**config.mk**
```make
export PLATFORM = sky130hd
export DESIGN_NAME = mem_port_arbiter
export DESIGN_NICKNAME = d
export VERILOG_FILES = /design/src/rtl/mem_arb_pkg.sv /design/src/rtl/mem_arb_timer.sv /design/src/rtl/mem_port_arbiter.sv
export SDC_FILE = /design/constraint.sdc
export NUM_CORES = 1
export LEC_CHECK = 0
export CAP_MARGIN = 20
export CORE_UTILIZATION = 40
export DETAILED_ROUTE_END_ITERATION = 6
export GPL_TIMING_DRIVEN = 0
export PLACE_DENSITY = 0.81
export SYNTH_ARGS = -nofsm -noshare
export SYNTH_HDL_FRONTEND = slang
export SYNTH_HIERARCHICAL = 1
export SYNTH_SLANG_ARGS = --single-unit
```
**constraint.sdc**
```tcl
create_clock -name clk -period 4.1 [get_ports clk]
set_clock_uncertainty 0.05 [all_clocks]
set_input_delay 0.615 -clock clk [delete_from_list [all_inputs] [get_ports clk]]
set_output_delay 0.615 -clock clk [all_outputs]
set_load 0.02 [all_outputs]
```
**src/rtl/mem_arb_pkg.sv**
```systemverilog
// mem_arb_pkg
// Shared types and constants for the memory port arbiter.
//   arb_state_e            : arbiter FSM states (IDLE, BUSY_IF, BUSY_D)
//   req_id_e               : requester identity (REQ_IF fetch, REQ_D data)
//   TIMEOUT_CYCLES_DEFAULT : default wait budget for mem_ready_i
package mem_arb_pkg;

  typedef enum logic [1:0] {
    IDLE    = 2'd0,
    BUSY_IF = 2'd1,
    BUSY_D  = 2'd2
  } arb_state_e;

  typedef enum logic {
    REQ_IF = 1'b0,
    REQ_D  = 1'b1
  } req_id_e;

  localparam int TIMEOUT_CYCLES_DEFAULT = 16;

endpackage

```
**src/rtl/mem_arb_timer.sv**
```systemverilog
// mem_arb_timer
// Wait-cycle counter for an outstanding memory transaction.
// Ports:
//   clk, rst : clock, asynchronous active-high reset
//   clear    : restart counting from zero (asserted on grant)
//   enable   : one cycle spent waiting without mem_ready_i
//   expired  : this waiting cycle is the LIMIT-th one; abort now
module mem_arb_timer #(
  parameter int LIMIT = 16
) (
  input  logic clk,
  input  logic rst,
  input  logic clear,
  input  logic enable,
  output logic expired
);

  localparam int W = $clog2(LIMIT + 1);

  logic [W-1:0] count;

  always_ff @(posedge clk or posedge rst) begin
    if (rst) begin
      count <= '0;
    end else if (clear) begin
      count <= '0;
    end else if (enable) begin
      count <= count + 1'b1;
    end
  end

  // Expire on the waiting cycle whose increment would reach LIMIT, so a
  // transaction that never sees ready spends exactly LIMIT cycles busy.
  assign expired = enable && (count == W'(LIMIT - 1));

endmodule

```
**src/rtl/mem_port_arbiter.sv**
```systemverilog
// mem_port_arbiter
// Arbitrates a fetch port and a load/store port onto one memory port.
// Build option: define ARB_FAIRNESS_EN to alternate grants on simultaneous
// requests; otherwise data always wins (fixed priority).
// Ports:
//   clk, rst                          : clock, asynchronous active-high reset
//   if_req_i, if_addr_i               : fetch request and word address
//   if_gnt_o, if_rvalid_o, if_rdata_o : fetch grant, completion pulse, data
//   d_req_i, d_we_i, d_addr_i,
//   d_wdata_i, d_byte_en_i            : load/store request fields
//   d_gnt_o, d_rvalid_o, d_rdata_o    : data grant, completion pulse, data
//   mem_*                             : shared memory port
//   stall_f_o                         : fetch requested but not granted
//   err_o                             : one-cycle pulse on transaction timeout
module mem_port_arbiter
  import mem_arb_pkg::*;
#(
  parameter int TIMEOUT_CYCLES = TIMEOUT_CYCLES_DEFAULT
) (
  input  logic        clk,
  input  logic        rst,
  input  logic        if_req_i,
  input  logic [31:0] if_addr_i,
  output logic        if_gnt_o,
  output logic        if_rvalid_o,
  output logic [31:0] if_rdata_o,
  input  logic        d_req_i,
  input  logic        d_we_i,
  input  logic [31:0] d_addr_i,
  input  logic [31:0] d_wdata_i,
  input  logic [3:0]  d_byte_en_i,
  output logic        d_gnt_o,
  output logic        d_rvalid_o,
  output logic [31:0] d_rdata_o,
  output logic        mem_req_o,
  output logic        mem_we_o,
  output logic [31:0] mem_addr_o,
  output logic [31:0] mem_wdata_o,
  output logic [3:0]  mem_byte_en_o,
  input  logic        mem_ready_i,
  input  logic [31:0] mem_rdata_i,
  output logic        stall_f_o,
  output logic        err_o
);

  arb_state_e  state;
  logic [31:0] addr_q;
  logic [31:0] wdata_q;
  logic [31:0] rdata_q;
  logic        we_q;
  logic [3:0]  be_q;
  logic        mem_req_q;
  logic        if_rvalid_q;
  logic        d_rvalid_q;
  logic        err_q;

  req_id_e     winner;
  logic        idle;
  logic        busy;
  logic        grant_any;
  logic        d_zero_write;
  logic        timer_en;
  logic        timer_expired;

  // Grants are combinational, so they are also masked by rst to keep every
  // output low while reset is held.
  assign idle = (state == IDLE) && !rst;
  assign busy = (state == BUSY_IF) || (state == BUSY_D);

`ifdef ARB_FAIRNESS_EN
  logic last_d_q;
  // On a tie, data wins unless it also won the previous arbitration.
  assign winner = (d_req_i && !(if_req_i && last_d_q)) ? REQ_D : REQ_IF;
`else
  assign winner = d_req_i ? REQ_D : REQ_IF;
`endif

  assign grant_any    = idle && (if_req_i || d_req_i);
  assign d_gnt_o      = grant_any && (winner == REQ_D);
  assign if_gnt_o     = grant_any && (winner == REQ_IF);
  assign stall_f_o    = !rst && if_req_i && !if_gnt_o;
  // A store with no enabled bytes has nothing to write; it retires locally.
  assign d_zero_write = d_we_i && (d_byte_en_i == 4'b0000);
  assign timer_en     = busy && !mem_ready_i;

  mem_arb_timer #(
    .LIMIT (TIMEOUT_CYCLES)
  ) u_timer (
    .clk     (clk),
    .rst     (rst),
    .clear   (grant_any),
    .enable  (timer_en),
    .expired (timer_expired)
  );

  always_ff @(posedge clk or posedge rst) begin
    if (rst) begin
      state       <= IDLE;
      addr_q      <= '0;
      wdata_q     <= '0;
      rdata_q     <= '0;
      we_q        <= 1'b0;
      be_q        <= '0;
      mem_req_q   <= 1'b0;
      if_rvalid_q <= 1'b0;
      d_rvalid_q  <= 1'b0;
      err_q       <= 1'b0;
`ifdef ARB_FAIRNESS_EN
      last_d_q    <= 1'b0;
`endif
    end else begin
      if_rvalid_q <= 1'b0;
      d_rvalid_q  <= 1'b0;
      err_q       <= 1'b0;
      case (state)
        IDLE: begin
          if (if_gnt_o) begin
            addr_q    <= if_addr_i;
            wdata_q   <= '0;
            we_q      <= 1'b0;
            be_q      <= 4'b1111;
            mem_req_q <= 1'b1;
            state     <= BUSY_IF;
`ifdef ARB_FAIRNESS_EN
            last_d_q  <= 1'b0;
`endif
          end else if (d_gnt_o) begin
            if (d_zero_write) begin
              d_rvalid_q <= 1'b1;
              rdata_q    <= '0;
            end else begin
              addr_q    <= d_addr_i;
              wdata_q   <= d_wdata_i;
              we_q      <= d_we_i;
              be_q      <= d_byte_en_i;
              mem_req_q <= 1'b1;
              state     <= BUSY_D;
            end
`ifdef ARB_FAIRNESS_EN
            last_d_q  <= 1'b1;
`endif
          end
        end
        BUSY_IF, BUSY_D: begin
          if (mem_ready_i || timer_expired) begin
            // Writes and aborted transactions return zero data.
            rdata_q     <= (mem_ready_i && !we_q) ? mem_rdata_i : '0;
            err_q       <= !mem_ready_i;
            if_rvalid_q <= (state == BUSY_IF);
            d_rvalid_q  <= (state == BUSY_D);
            mem_req_q   <= 1'b0;
            state       <= IDLE;
          end
        end
        default: state <= IDLE;
      endcase
    end
  end

  assign mem_req_o     = mem_req_q;
  assign mem_we_o      = we_q;
  assign mem_addr_o    = addr_q;
  assign mem_wdata_o   = wdata_q;
  assign mem_byte_en_o = be_q;
  assign if_rvalid_o   = if_rvalid_q;
  assign d_rvalid_o    = d_rvalid_q;
  // Read data is only presented to the requester being completed.
  assign if_rdata_o    = if_rvalid_q ? rdata_q : '0;
  assign d_rdata_o     = d_rvalid_q ? rdata_q : '0;
  assign err_o         = err_q;

endmodule
```
Yosys cells after proc, flatten, opt, wreduce, memory -nomap -nowiden
Cells that the tools add are included.

Magnitude comparators: 0. Div/mod/pow operators: 0. Bitwise gates (word level): 1. Eq/ne operators: 10. Multipliers: 0. Add/subtract/negate cells: 1. Reduce and logical (&&, ||, !) cells: 27. Shift-type cells: 0. Muxes and demuxes: 42.

Operators with widths (count): 32-bit 2-to-1 mux (13); 32-bit case mux with 2 select lines (1); 1-bit 2-to-1 mux (16); 4-bit 2-to-1 mux (3); 1-bit logical AND (10); 5-bit 2-to-1 mux (2); 2-bit != test (second input constant) (5); 2-bit 2-to-1 mux (4); 3-bit != test (second input constant) (2); 3-bit AND reduction (2); 2-bit nonzero test (3); 5-bit by 1-bit adder with 5-bit output (second input constant) (1); 5-bit by 4-bit equality test with 1-bit output (second input constant) (1); 5-bit AND reduction (1); 1-bit logical NOT (4); 4-bit logical NOT (1); 1-bit case mux with 2 select lines (2); 2-bit case mux with 2 select lines (1); 4-bit AND reduction (1); 1-bit logical OR (3); 2-bit by 1-bit equality test with 1-bit output (second input constant) (1); 2-bit equality test (second input constant) (1); 2-bit logical NOT (1); 2-bit OR reduction (1); 1-bit NOT (1).

Bits in read-only memories: 0. Logic and storage cells: 92. Memories: 0. Bits in latches: 0. Bits in registers: 112. Output and inout bits: 140. Input port bits: 138. Memory bits (writable): 0.

Depth between registers and ports, before layout
Depth after elaboration: 7. Depth in mapped cells: 10. Mapped depth without buffers: 8.

By module
Netlist, hierarchy kept.

Modules (own cells, without submodules): mem_port_arbiter (seq. area each 2677.6 um^2, area each 4977.3 um^2, cells an instance 492, times used 1); mem_arb_timer (seq. area each 125.1 um^2, area each 289.0 um^2, cells an instance 25, times used 1).

Least setup slack after synthesis
OpenSTA, ideal clock, no wires.

Kind: input to output. Start: input rst. End: output stall_f_o. Data arrival time: 3388 ps. Stages on the path: 2. Data required time: 3435 ps. Setup slack: 47 ps. Buffers on the path: 0. Path through: inv_1 > and3_1.

Longest elaborated chain between the ends: 6. Elaborated cells on any way between the ends: 7. Those cells by class: reduce/logical: 7.

Ends and longest elaborated chain: from (decl) (RTL line mem_port_arbiter.sv:21) `input logic rst,`; 1-bit logical NOT (no line) (*); 1-bit logical AND (RTL line mem_port_arbiter.sv:67) `assign idle = (state == IDLE) && !rst;`; 1-bit logical AND (RTL line mem_port_arbiter.sv:78) `assign grant_any = idle && (if_req_i || d_req_i);`; 1-bit logical AND (RTL line mem_port_arbiter.sv:80) `assign if_gnt_o = grant_any && (winner == REQ_IF);`; 1-bit logical NOT (RTL line mem_port_arbiter.sv:81) `assign stall_f_o = !rst && if_req_i && !if_gnt_o;`; 1-bit logical AND (*) (RTL line mem_port_arbiter.sv:81); to (decl) (RTL line mem_port_arbiter.sv:42) `output logic stall_f_o,`.

Mark *: on every way between the ends. The rest lies on a longest branch, timed or not.

Final worst setup path
Ends and elaborated chain as after synthesis.

==> reports/metrics.cfg <==
[outcome]
outcome=complete, no violations

[worst_setup_path]
criticalPathCategory=in -> out
crit_family=buffers and inverters
required_ps=3430
cp-end-kind=primary output
cp_slowest_stage_delay_ps=620
startpoint_type=primary input
worstPathArrival_ps=3040
crit_chain=clkdlybuf4s50_1, nor2b_1, nand3b_1, clkbuf_1, clkbuf_1, and3_1, clkdlybuf4s50_1
crit_fanout=10
worst-path-buf-inv=4
cpMaxStageDelayCell=clkdlybuf4s50_1

[clock_network]
cts.repair.resized=0
clk_latency_ps=340
root_buffer=clkbuf_16
post_cts_buffers=0
clkSinkCount=112
numCtsBuffers=9
cts.htree.levels=3
holdBufCountCts=0
clockBufferDepth=2
path_clk_slew_ps=70
cts_tree=done

[synth]
ys_top_cells_by_area=dfrtp_1, and2_1, nand3_1, mux2i_1, a22o_1
synthArstFlopShare_pct=100.0
syn_area_mm2=0.005266
yosysTopAreaCell=dfrtp_1
yosysTopAreaCellShare_pct=53.22
ys_seq_area_share_pct=53.22
synthesis.instances=517
synth.distinct_cells=41
ys_seq_elements=112
ys_warn_count=6
syn_nets=661
synth_area_per_cell_um2=10.19
synth_edf_count=0
ys.flop_type=dfrtp_1

[power]
pwr-share-comb_pct=46.5
cellLeakagePower_uw=0.003690
power.share.clock_pct=17.9
switching_share_pct=38.09
power-per-cell-area_mw_per_mm2=604.7
ir_worst_vdd_uv=328.4
seq_power_share_pct=35.6
power.total_uw=5196
intPower_uw=3217
p_sw_uw=1979

[die]
start_util_pct=41.39
num_rows=41
die_w_um=116.7
coreArea_mm2=0.01272
die-area_mm2=0.01363
dieHeight_um=116.7
num_io_pins=278

[timing]
tightest_slew_ps=715.3
setup_viol=0
relSlewSlack_pct=52.32
slew_violations=0
fin_ws_ps=395.3
finalHoldViolations=0
period_needed_ps=3705
fmaxAchievable_mhz=269.9
final.setup.tns_ps=0
min_period_over_period_pct=90.36
rsz0062_at_grt=false

[global_route]
grt-ovfl-total=0
grt_max_degree=71
grt_pass1_vias=5111
grt_pass1_wl_mm=26.11
antenna_found_initial=0
grt_usage_pct=25.20

[final_layout]
syn2layout_area_growth_pct=63.15
nets=949
n_antenna_cell=0
utilization_pct=67.54
layout-drive-gt1-share_pct=3.708

[worst_hold_path]
hp-class=reg -> reg

[route]
dr.pass1.iters=4
drtAntennaViolNets=0
routed_wl_mm=17.07
detail_route.iter0.violations=213
wire_per_inst_um=17.40
vias=5059
drc_errors=0
vias_per_cell=5.157

[place]
place.gp.congestion=0.8034
dp_hpwl_mm=13.42
io_buffers=277
pre_cts_ws_ps=185.2

[job]
timing.max_cap.violations=0

-- placed cells by master (no fill, tap or decap), types with 2 or more instances in the layout --
cell | netlist | layout
a21oi_1 | 11 | 11
a22o_1 | 32 | 32
a31oi_1 | 4 | 4
a32o_1 | 2 | 2
and2_1 | 67 | 67
and3_1 | 3 | 3
buf_1 | 6 | 6
buf_2 | 2 | 2
buf_6 | 4 | 4
bufinv_16 | 0 | 2
clkbuf_1 | 30 | 30
clkbuf_16 | 0 | 9
clkdlybuf4s50_1 | 0 | 277
clkinv_4 | 0 | 2
dfrtp_1 | 112 | 112
ha_1 | 6 | 6
inv_1 | 8 | 7
mux2i_1 | 33 | 33
nand2_1 | 44 | 44
nand2b_1 | 2 | 2
nand3_1 | 80 | 80
nand3b_1 | 2 | 2
nor2_1 | 11 | 11
nor2b_1 | 3 | 3
nor3_1 | 3 | 3
o21ai_0 | 32 | 32
o22ai_1 | 2 | 2
-- power by group through the flow --
stage | registers (µW) | logic (µW) | clock network, µW
6_report | 1850 | 2420 | 928
5_1_grt | 1900 | 2600 | 993
4_1_cts | 1850 | 2440 | 948
3_5_place_dp | 1860 | 2420 | 0
3_3_place_gp | 1840 | 2360 | 0
2_1_floorplan | 2200 | 888 | 0
-- per-stage QoR --
step | hold slack (ps) | cell area, µm² | cells
floorplan | 343.5 | 5266 | 517
global placement | 424.1 | 8254 | 966
detailed placement | 435.1 | 8284 | 967
CTS | 454.7 | 8596 | 982
global route | 474.9 | 8592 | 981
finish | 451.3 | 8592 | 981
-- layer usage --
layer,GRT usage (%),share of wire (%)
met3,6.954,8.3
met2,45.56,51
met1,28.63,38
met4,8.439,2.1
met5,0,0
-- kinds of logic (layout without fill, tap and decap cells) --
| family | Yosys count | in the layout | synth area share [%] |
|---|---|---|---|
| and+or+nand+nor | 222 | 222 | 22.38 |
| buffers and inverters | 51 | 343 | 4.253 |
| AOI/OAI and AO/OA | 91 | 91 | 12.00 |
| adders and majority gates | 6 | 6 | 1.425 |
| DFF | 112 | 112 | 53.22 |
| muxes | 34 | 34 | 6.557 |
| xor gates and xnor gates | 1 | 1 | 0.1663 |
-- cells in the mapped netlist (3+ instances only) --
library cell  instances
a22o_1               32
and2_1               67
nand2_1              44
nor2b_1               3
and3_1                3
mux2i_1              33
a31oi_1               4
buf_1                 6
nor3_1                3
inv_1                 8
buf_6                 4
dfrtp_1             112
nand3_1              80
clkbuf_1             30
nor2_1               11
ha_1                  6
a21oi_1              11
o21ai_0              32
-- state kept, by name (all words and copies together), names as in the netlist --
signal         flops
u_timer/count      5
rdata_q           32
state              2
d_rvalid_o         1
mem_addr_o        32
mem_wdata_o       32
if_rvalid_o        1
mem_byte_en_o      4
mem_we_o           1
mem_req_o          1
err_o              1
-- worst reg2reg max path, cell delays in order (launching register included) --
cell and delay [ps]:
dfrtp_1 400, inv_1 110, ha_1 340, nor2b_1 280, nand3b_1 100, clkbuf_1 220, inv_2 410, nor2_1 100
o21ai_1 330, clkbuf_1 480, a22o_1 210
-- area by class of cell --
type                    count  area [µm²]
inverters                   9       36.28
flip-flops and latches    112        2803
plain buffers              41       186.4
well taps                 172       215.2
repair buffers            278        2800
fillers                  1006        4130
multi-input cells         354        2240
clock inverters             5       82.58
clock buffers              10       229.0
-- final timing paths --
path	from	endpoint	cells past startpoint	slack, ps
setup / recovery	rst	stall_f_o	7	400
hold / removal	mem_wdata_o[9]$_DFFE_PP0P_	mem_wdata_o[9]$_DFFE_PP0P_	2	450
setup reg to reg	state[1]$_DFFE_PP0P_	rdata_q[19]$_DFFE_PP0P_	10	1010
hold reg to reg	mem_wdata_o[9]$_DFFE_PP0P_	mem_wdata_o[9]$_DFFE_PP0P_	2	450
max in group asynchronous	rst	mem_wdata_o[12]$_DFFE_PP0P_	3	2520
min in group asynchronous	rst	u_timer/count[3]$_DFFE_PP0P_	2	640
No activity file was read; power rests on OpenSTA's default activity.
